--- src/rtl/instr_sequencer.sv ---
// instr_sequencer: program sequencer feeding the processor datapath.
// Holds a DEPTH-entry program memory and issues one instruction word at a
// time, paced by the processor's done handshake, with an abortable,
// restartable run and sticky completion status.
// Optional feature macro: SEQ_STEP_EN adds single-step pacing through the
// step_mode/step inputs.
module instr_sequencer #(
    parameter int DEPTH = 16,
    parameter int PC_W  = 4,
    parameter int GUARD = 2
) (
    input  logic            clk,
    input  logic            rst_n,
    input  logic            prog_we,
    input  logic [PC_W-1:0] prog_addr,
    input  logic [33:0]     prog_data,
    input  logic [PC_W:0]   prog_len,
    input  logic            start,
    input  logic            abort,
    input  logic            done,
`ifdef SEQ_STEP_EN
    input  logic            step_mode,
    input  logic            step,
`endif
    output logic [2:0]      instr,
    output logic [4:0]      reg1,
    output logic [4:0]      reg2,
    output logic [4:0]      reg3,
    output logic [15:0]     imm,
    output logic            issue,
    output logic            busy,
    output logic            halted,
    output logic [PC_W-1:0] pc,
    output logic [PC_W:0]   issued_cnt
);

    localparam int CNT_W = PC_W + 1;
    localparam int GC_W  = $clog2(GUARD + 1);
    localparam logic [GC_W-1:0] GUARD_LAST = GC_W'(GUARD - 1);

    typedef enum logic [2:0] {
        ST_IDLE       = 3'd0,
        ST_ISSUE      = 3'd1,
        ST_GUARD_WAIT = 3'd2,
        ST_WAIT_DONE  = 3'd3,
        ST_END        = 3'd4
    } state_t;

    logic [33:0]      mem [DEPTH];

    state_t           state_r,  state_s;
    logic [PC_W-1:0]  pc_r,     pc_s;
    logic [CNT_W-1:0] cnt_r,    cnt_s;
    logic [CNT_W-1:0] len_r,    len_s;
    logic [GC_W-1:0]  guard_r,  guard_s;
    logic [33:0]      fields_r, fields_s;
    logic             issue_r,  issue_s;
    logic             busy_r,   busy_s;
    logic             halted_r, halted_s;
    logic             abort_r,  abort_s;
    logic             step_ok_s;

`ifdef SEQ_STEP_EN
    logic             step_pend_r, step_pend_s;
    // In step mode an issue needs a live step pulse or one held from earlier.
    assign step_ok_s = !step_mode || step || step_pend_r;
`else
    assign step_ok_s = 1'b1;
`endif

    // Program memory: writable only while idle, not cleared by reset.
    always_ff @(posedge clk) begin
        if (prog_we && (state_r == ST_IDLE)) begin
            mem[prog_addr] <= prog_data;
        end else begin
            mem[prog_addr] <= mem[prog_addr];
        end
    end

    // Next-state and next-output computation for the run FSM.
    always_comb begin
        state_s  = state_r;
        pc_s     = pc_r;
        cnt_s    = cnt_r;
        len_s    = len_r;
        guard_s  = guard_r;
        fields_s = fields_r;
        issue_s  = 1'b0;
        busy_s   = busy_r;
        halted_s = halted_r;
        // Abort is remembered from any busy cycle until the ISSUE decision.
        abort_s  = abort_r | (busy_r & abort);
`ifdef SEQ_STEP_EN
        step_pend_s = step_pend_r | (busy_r & step_mode & step);
`endif
        case (state_r)
            ST_IDLE: begin
                abort_s = 1'b0;
                if (start) begin
                    pc_s     = {PC_W{1'b0}};
                    cnt_s    = {CNT_W{1'b0}};
                    len_s    = prog_len;
                    halted_s = 1'b0;
                    busy_s   = 1'b1;
`ifdef SEQ_STEP_EN
                    step_pend_s = 1'b0;
`endif
                    if (prog_len != {CNT_W{1'b0}}) begin
                        state_s = ST_ISSUE;
                    end else begin
                        state_s = ST_END;
                    end
                end else begin
                    state_s = ST_IDLE;
                end
            end
            ST_ISSUE: begin
                if (abort_s) begin
                    state_s = ST_END;
                end else if (done && step_ok_s) begin
                    fields_s = mem[pc_r];
                    issue_s  = 1'b1;
                    pc_s     = pc_r + PC_W'(1);
                    cnt_s    = cnt_r + CNT_W'(1);
                    guard_s  = {GC_W{1'b0}};
                    state_s  = ST_GUARD_WAIT;
`ifdef SEQ_STEP_EN
                    step_pend_s = 1'b0;
`endif
                end else begin
                    state_s = ST_ISSUE;
                end
            end
            ST_GUARD_WAIT: begin
                // done from the previous instruction may still be high here.
                if (guard_r == GUARD_LAST) begin
                    state_s = ST_WAIT_DONE;
                end else begin
                    guard_s = guard_r + GC_W'(1);
                end
            end
            ST_WAIT_DONE: begin
                if (done) begin
                    if (cnt_r == len_r) begin
                        state_s = ST_END;
                    end else begin
                        state_s = ST_ISSUE;
                    end
                end else begin
                    state_s = ST_WAIT_DONE;
                end
            end
            ST_END: begin
                fields_s = 34'h0;
                busy_s   = 1'b0;
                halted_s = 1'b1;
                abort_s  = 1'b0;
                state_s  = ST_IDLE;
            end
            default: begin
                fields_s = 34'h0;
                busy_s   = 1'b0;
                abort_s  = 1'b0;
                state_s  = ST_IDLE;
            end
        endcase
    end

    // State and registered outputs; reset clears everything except memory.
    always_ff @(posedge clk or negedge rst_n) begin
        if (!rst_n) begin
            state_r  <= ST_IDLE;
            pc_r     <= {PC_W{1'b0}};
            cnt_r    <= {CNT_W{1'b0}};
            len_r    <= {CNT_W{1'b0}};
            guard_r  <= {GC_W{1'b0}};
            fields_r <= 34'h0;
            issue_r  <= 1'b0;
            busy_r   <= 1'b0;
            halted_r <= 1'b0;
            abort_r  <= 1'b0;
`ifdef SEQ_STEP_EN
            step_pend_r <= 1'b0;
`endif
        end else begin
            state_r  <= state_s;
            pc_r     <= pc_s;
            cnt_r    <= cnt_s;
            len_r    <= len_s;
            guard_r  <= guard_s;
            fields_r <= fields_s;
            issue_r  <= issue_s;
            busy_r   <= busy_s;
            halted_r <= halted_s;
            abort_r  <= abort_s;
`ifdef SEQ_STEP_EN
            step_pend_r <= step_pend_s;
`endif
        end
    end

    assign instr      = fields_r[33:31];
    assign reg1       = fields_r[30:26];
    assign reg2       = fields_r[25:21];
    assign reg3       = fields_r[20:16];
    assign imm        = fields_r[15:0];
    assign issue      = issue_r;
    assign busy       = busy_r;
    assign halted     = halted_r;
    assign pc         = pc_r;
    assign issued_cnt = cnt_r;

endmodule

--- config.mk ---
export PLATFORM = sky130hd
export DESIGN_NAME = instr_sequencer
export DESIGN_NICKNAME = d
export VERILOG_FILES = /design/src/rtl/instr_sequencer.sv
export SDC_FILE = /design/constraint.sdc
export NUM_CORES = 1
export LEC_CHECK = 0
export ABC_AREA = 1
export CAP_MARGIN = 15
export CELL_PAD_IN_SITES_DETAIL_PLACEMENT = 0
export CELL_PAD_IN_SITES_GLOBAL_PLACEMENT = 1
export CORE_UTILIZATION = 51
export DETAILED_ROUTE_END_ITERATION = 6
export DONT_BUFFER_PORTS = 1
export PLACE_DENSITY = 0.79
export SETUP_SLACK_MARGIN = 0.05
export SKIP_CTS_REPAIR_TIMING = 1
export SKIP_LAST_GASP = 1
export SYNTH_ARGS = -nofsm -noshare
export SYNTH_HDL_FRONTEND = slang
export SYNTH_SLANG_ARGS = --single-unit
--- constraint.sdc ---
create_clock -name clk -period 4.1 [get_ports clk]
set_clock_uncertainty 0.05 [all_clocks]
set_input_delay 1.23 -clock clk [delete_from_list [all_inputs] [get_ports clk]]
set_output_delay 1.23 -clock clk [all_outputs]
set_load 0.05 [all_outputs]
==> impl_metrics.env, run 1 <==
export IMPL_grt_overflow_total=0
export IMPL_grt_pass1_wl_mm=91.09
export IMPL_globalplace_congestion=0.8160
export IMPL_drc=0
export IMPL_rsz0062_at_grt="false"
export IMPL_worstReg2RegStart="state_r[2]"
export IMPL_crit_start="pc[0]"
export IMPL_io_buffers=0
export IMPL_final_net_count=2257
export IMPL_synth_area_mm2=0.02468
export IMPL_rows=80
export IMPL_worst_skew_pair_late_latency_ns=0.62
export IMPL_synth_nets=2269
export IMPL_yosys_warnings=0
export IMPL_hold_violations=0
export IMPL_slowest_stage="buf_4"
export IMPL_synthFlopType="edfxtp_1"
export IMPL_fillers=3860
export IMPL_peakVddDrop_mv=0.3313
export IMPL_dp_cells=2758
export IMPL_synth_seq_cells=601
export IMPL_die_x_um=222.0
export IMPL_slowest_delay_ns=0.66
export IMPL_grt_total_usage=0.2451
export IMPL_fin_crit_sh=0.7361
export IMPL_cts_clk_slew_worst_paths_ns=0.06
export IMPL_crit_path_end_kind="output pin"
export IMPL_vias=15650
export IMPL_critPathKind="flip-flop to output pin"
export IMPL_antenna_found_initial=0
export IMPL_start_util=0.5169
export IMPL_numCtsBuffers=60
export IMPL_cts_tree="built"
export IMPL_tightestPinTransition_ns=1.230
export IMPL_ios=95
export IMPL_p_clk_frac=0.324
export IMPL_fin_tns_setup_ns=0
export IMPL_firstDrtPassIters=5
export IMPL_maxCapViolCount=0
export IMPL_cp_cell_sequence="buf_4"
export IMPL_clock_sinks=601
export IMPL_ctsHtreeMaxLevel=2
export IMPL_place_area_mm2=0.02535
export IMPL_critPathArrivalTime_ns=1.74
export IMPL_drtIter0Drc=1350
export IMPL_place_detailed_hpwl_mm=33.99
export IMPL_synthArstFlopShare=0.09484
export IMPL_first_global_vias=14830
export IMPL_yosysSeqAreaShare=0.7197
export IMPL_syn_inst=2217
export IMPL_clockBufferDepth=3
export IMPL_drt_wl_total_mm=59.77
export IMPL_grt_max_degree=217
export IMPL_antenna_cells=0
export IMPL_root_buffer="clkbuf_16"
export IMPL_crit_buf_inv=1
export IMPL_core_area_mm2=0.04775
export IMPL_drive_above_1_share=0.07060
export IMPL_fin_area_mm2=0.02727
export IMPL_relSlewSlack=0.1799
export IMPL_drv_slew=0
export IMPL_dieHeight_um=222.0
export IMPL_antenna_left=0
export IMPL_total_power_w=0.01656
export IMPL_p_sw_w=0.005465
export IMPL_status="completed"
export IMPL_p_int_w=0.01110
export IMPL_synth_avg_cell_area_um2=11.13
export IMPL_die_area_mm2=0.04928
export IMPL_setup_viol=0
export IMPL_fmax_ghz=0.3313
export IMPL_min_period_ns=3.018
export IMPL_path_max_fanout=60
export IMPL_switching_share=0.3299
export IMPL_synth_edf_count=544
export IMPL_p_leak_nw=10.71
export IMPL_wire_per_inst_um=20.85
export IMPL_area_growth_pct=10.50
export IMPL_seq_power_share=0.460
export IMPL_critical_path_top_delay_family="buffers and inverters"
export IMPL_pwr_density_cell_mw_per_mm2=607.4
export IMPL_vias_per_cell=5.459
export IMPL_critPathLaunchType="flip-flop"
export IMPL_crit_required_ns=2.82
export IMPL_hold_path_class="primary input to asynchronous set/reset pin"
export IMPL_combPwrFrac=0.216
export IMPL_fin_cells=2867
export IMPL_ys_types=30
[state kept, by name, indices dropped and copies added (netlist names)]
signal      flops
mem           544
fields_r       34
issued_cnt      5
len_r           5
pc              4
state_r         3
guard_r         2
abort_r         1
busy            1
halted          1
issue           1
[cells by family after synthesis]
logic type,after synthesis,share of synthesized area
buffers and inverters,282,0.05146
AND/OR/NAND/NOR,1276,0.2146
XOR/XNOR,5,0.001774
adder cells (fa/ha/maj),3,0.001521
AO/OA/AOI/OAI,50,0.01095
flip-flops,601,0.7197
[cell type report]
| class | instances | area, um2 | area share |
|---|---|---|---|
| Sequential cell | 601 | 17770 | 0.6517 |
| Multi-Input combinational cell | 1334 | 5782 | 0.2120 |
| Clock buffer | 70 | 1582 | 0.05799 |
| Tap cell | 615 | 769.5 | 0.02822 |
| Inverter | 166 | 633.1 | 0.02322 |
| Timing Repair Buffer | 42 | 390.4 | 0.01431 |
| Clock inverter | 39 | 342.8 | 0.01257 |
[routing by layer]
metal / part of all wire / global-route usage / up-vias
met5: 0 / 0 / -
met4: 0.017 / 0.05936 / 0
met3: 0.079 / 0.05009 / 70
met2: 0.47 / 0.3842 / 495
met1: 0.44 / 0.3528 / 7663
li1: - / - / 7424
[power groups by stage]
stage | Sequential [W] | Combinational (W) | Clock [W]
4_1_cts | 0.00762 | 0.00361 | 0.00545
3_5_place_dp | 0.00775 | 0.00359 | 0
2_1_floorplan | 0.00763 | 0.00270 | 0
3_3_place_gp | 0.00774 | 0.00354 | 0
6_report | 0.00762 | 0.00357 | 0.00537
5_1_grt | 0.00765 | 0.00402 | 0.00568
[path summary, 6_finish.rpt]
| check | to | slack [ns] | cells past startpoint |
|---|---|---|---|
| max in group asynchronous | pc[0] | 3.61 | 0 |
| min in group clk | len_r[0] | 0.44 | 2 |
| worst min register to register | len_r[0] | 0.44 | 2 |
| worst max-delay path | pc[0] | 1.08 | 1 |
| worst min-delay path | fields_r[16] | 0.26 | 0 |
| worst max register to register | mem[9][12] | 1.18 | 6 |
[placed cells by master (no fill, tap or decap), drive strengths merged]
cell type	netlist	final
a21oi	8	8
a22o	1	1
a31oi	1	1
buf	100	42
bufinv	0	6
clkbuf	16	70
clkinv	1	31
clkinvlp	0	3
dfrtp	57	57
edfxtp	544	544
ha	3	3
inv	165	165
nand2	780	780
nand3	380	380
nand4	2	2
nor2	110	110
nor3	3	3
o21ai	39	39
o22ai	1	1
or2	1	1
xor2	5	5
[synth_stat cells, types with 6 or more instances]
library cell	number	area share
o21ai_0	38	0.0077
nand3_1	379	0.077
clkbuf_1	16	0.0024
buf_4	13	0.0040
nand2_1	780	0.12
buf_2	67	0.014
buf_1	10	0.0015
buf_6	9	0.0041
nor2_1	108	0.016
edfxtp_1	544	0.66
dfrtp_1	57	0.058
inv_1	160	0.024
a21oi_1	6	0.0012
[per-stage QoR]
stage / hold slack, ns / worst slack, ns / utilization
2_1_floorplan: 0.4030 / 0.5817 / -
3_3_place_gp: 0.4243 / 0.6875 / 0.5309
3_5_place_dp: 0.4388 / 0.6954 / 0.5309
4_1_cts: 0.2213 / 1.038 / 0.5712
5_1_grt: 0.2260 / 1.012 / 0.5712
6_report: 0.2553 / 1.082 / 0.5712
No activity file was read; power rests on OpenSTA's default activity.
==> run 2, diff against run 1 <==
==> constraint.sdc (replaced) <==
create_clock -name clk -period 2.9 [get_ports clk]
set_clock_uncertainty 0.05 [all_clocks]
set_input_delay 0.87 -clock clk [delete_from_list [all_inputs] [get_ports clk]]
set_output_delay 0.87 -clock clk [all_outputs]
set_load 0.05 [all_outputs]
==> run 2 against run 1 <==
Against the previous run: design area rose by 1.4%; worst setup slack lost 0.84 ns; largest cell class unchanged; critical endpoint is now mem[4][4]; sequential cell count unchanged; register-to-register slack got worse by 0.94 ns; cell count increased by 0.80%; utilization increased by 0.81 points.
==> impl_metrics.env, run 2 (synthesized netlist as in run 1, its figures left out) <==
export IMPL_vias=15640
export IMPL_critical_path_top_delay_family="simple AND/OR/NAND/NOR gates"
export IMPL_status="completed"
export IMPL_firstDrtPassIters=5
export IMPL_place_area_mm2=0.02561
export IMPL_hold_path_class="primary input to asynchronous set/reset pin"
export IMPL_wire_per_inst_um=20.28
export IMPL_grt_max_degree=148
export IMPL_cts_tree="built"
export IMPL_die_x_um=222.0
export IMPL_worst_skew_pair_late_latency_ns=0.64
export IMPL_crit_required_ns=3.18
export IMPL_grt_pass1_wl_mm=89.15
export IMPL_start_util=0.5169
export IMPL_cp_cell_sequence="inv_2, nand2_1, nor2_1, nand3_1, nor2_4, buf_4"
export IMPL_dieHeight_um=222.0
export IMPL_root_buffer="clkbuf_16"
export IMPL_first_global_vias=14990
export IMPL_drv_slew=0
export IMPL_final_net_count=2275
export IMPL_clock_sinks=601
export IMPL_top_register="mem"
export IMPL_drive_above_1_share=0.08527
export IMPL_globalplace_congestion=0.8072
export IMPL_p_leak_nw=10.89
export IMPL_ios=95
export IMPL_multiInputGateArea_mm2=0.005782
export IMPL_fillers=3867
export IMPL_numCtsBuffers=60
export IMPL_path_max_fanout=8
export IMPL_tightestPinTransition_ns=0.7749
export IMPL_critPathLaunchType="flip-flop"
export IMPL_grt_overflow_total=0
export IMPL_crit_buf_inv=2
export IMPL_largest_reg_flops=544
export IMPL_rows=80
export IMPL_setup_viol=0
export IMPL_slowest_delay_ns=0.48
export IMPL_io_buffers=0
export IMPL_fin_crit_sh=0.9175
export IMPL_cts_clk_slew_worst_paths_ns=0.06
export IMPL_relSlewSlack=0.4802
export IMPL_top_regs="mem: 544 flops, fields_r: 34 flops"
export IMPL_antenna_left=0
export IMPL_final_cell_mix="780 x nand2_1, 544 x edfxtp_1, 379 x nand3_1, 160 x inv_1, 92 x nor2_1"
export IMPL_ctsHtreeMaxLevel=2
export IMPL_antenna_found_initial=0
export IMPL_antenna_cells=0
export IMPL_peakVddDrop_mv=0.5328
export IMPL_min_period_ns=2.661
export IMPL_final_common_cell="nand2_1"
export IMPL_critPathArrivalTime_ns=2.94
export IMPL_slowest_stage="dfrtp_1"
export IMPL_critPathKind="flip-flop to flip-flop"
export IMPL_maxCapViolCount=0
export IMPL_die_area_mm2=0.04928
export IMPL_whs_ns=0.06731
export IMPL_fin_tns_setup_ns=0
export IMPL_vias_per_cell=5.411
export IMPL_total_power_w=0.02368
export IMPL_drt_wl_total_mm=58.61
export IMPL_area_growth_pct=12.08
export IMPL_fin_area_mm2=0.02766
export IMPL_crit_path_end_kind="flip-flop"
export IMPL_core_area_mm2=0.04775
export IMPL_place_detailed_hpwl_mm=33.78
export IMPL_seqCellArea_mm2=0.01777
export IMPL_drc=0
export IMPL_drtIter0Drc=1727
export IMPL_clockBufferDepth=3
export IMPL_pwr_density_cell_mw_per_mm2=856.0
export IMPL_hold_violations=0
export IMPL_rsz0062_at_grt="false"
export IMPL_fmax_ghz=0.3758
export IMPL_grt_total_usage=0.2396
[run 2: cell types whose count changed in the layout (fill, tap and decap cells not counted), moves of 4 or more]
cell | before | now
clkinv_1 | 18 | 6
buf_12 | 6 | 17
clkbuf_8 | 0 | 5
clkinvlp_4 | 3 | 8
inv_6 | 0 | 4
buf_4 | 36 | 42
[run 2: path summary, 6_finish.rpt]
kind / to / slack, ns / depth (start not counted) / from
worst max-delay path: mem[4][4] / 0.24 / 6 / state_r[2]
worst min register to register: len_r[0] / 0.44 / 2 / len_r[0]
worst min-delay path: fields_r[22] / 0.07 / 1 / rst_n
worst max register to register: mem[4][4] / 0.24 / 6 / state_r[2]
max in group asynchronous: pc[0] / 2.38 / 1 / rst_n
min in group clk: mem[2][16] / 0.27 / 0 / prog_data[16]
[run 2: final cells by class]
cell class,instances,area share
clock buffers,73,0.05785
repair buffers,60,0.02470
inverters,166,0.02289
well taps,615,0.02782
clock inverters,41,0.01520
multi-input cells,1334,0.2090
flip-flops and latches,601,0.6425
[run 2: per-stage QoR]
| step | setup slack, ns | util | instances |
|---|---|---|---|
| finish | 0.2392 | 0.5793 | 2890 |
| detailed placement | 0.09177 | 0.5364 | 2775 |
| floorplan | -0.2583 | - | 2217 |
| CTS | 0.2739 | 0.5787 | 2889 |
| global route | 0.1200 | 0.5793 | 2890 |
| global placement | 0.09411 | 0.5364 | 2775 |
[run 2: worst register-to-register path, stage by stage (launching register included)]
cell     delay [ns]
dfrtp_1        0.48
inv_2          0.16
nand2_1        0.09
nor2_1         0.45
nand3_1        0.45
nor2_4         0.46
buf_4          0.22
[run 2: metal layers]
layer | routed length [um] | up-vias | track usage
li1 | - | 7460 | -
met1 | 24950 | 7553 | 0.3376
met2 | 27640 | 547 | 0.3822
met3 | 4792 | 79 | 0.04864
met4 | 1226 | 0 | 0.06160
met5 | 0 | - | 0
[run 2: power by group]
part / leakage [nW] / total, W / switching (W) / internal, W
Combinational: 4.26 / 0.00517 / 0.00364 / 0.00153
Sequential: 5.65 / 0.0107 / 0.000795 / 0.00987
Clock: 0.978 / 0.00784 / 0.00334 / 0.00450
Total: 10.9 / 0.0237 / 0.00778 / 0.0159
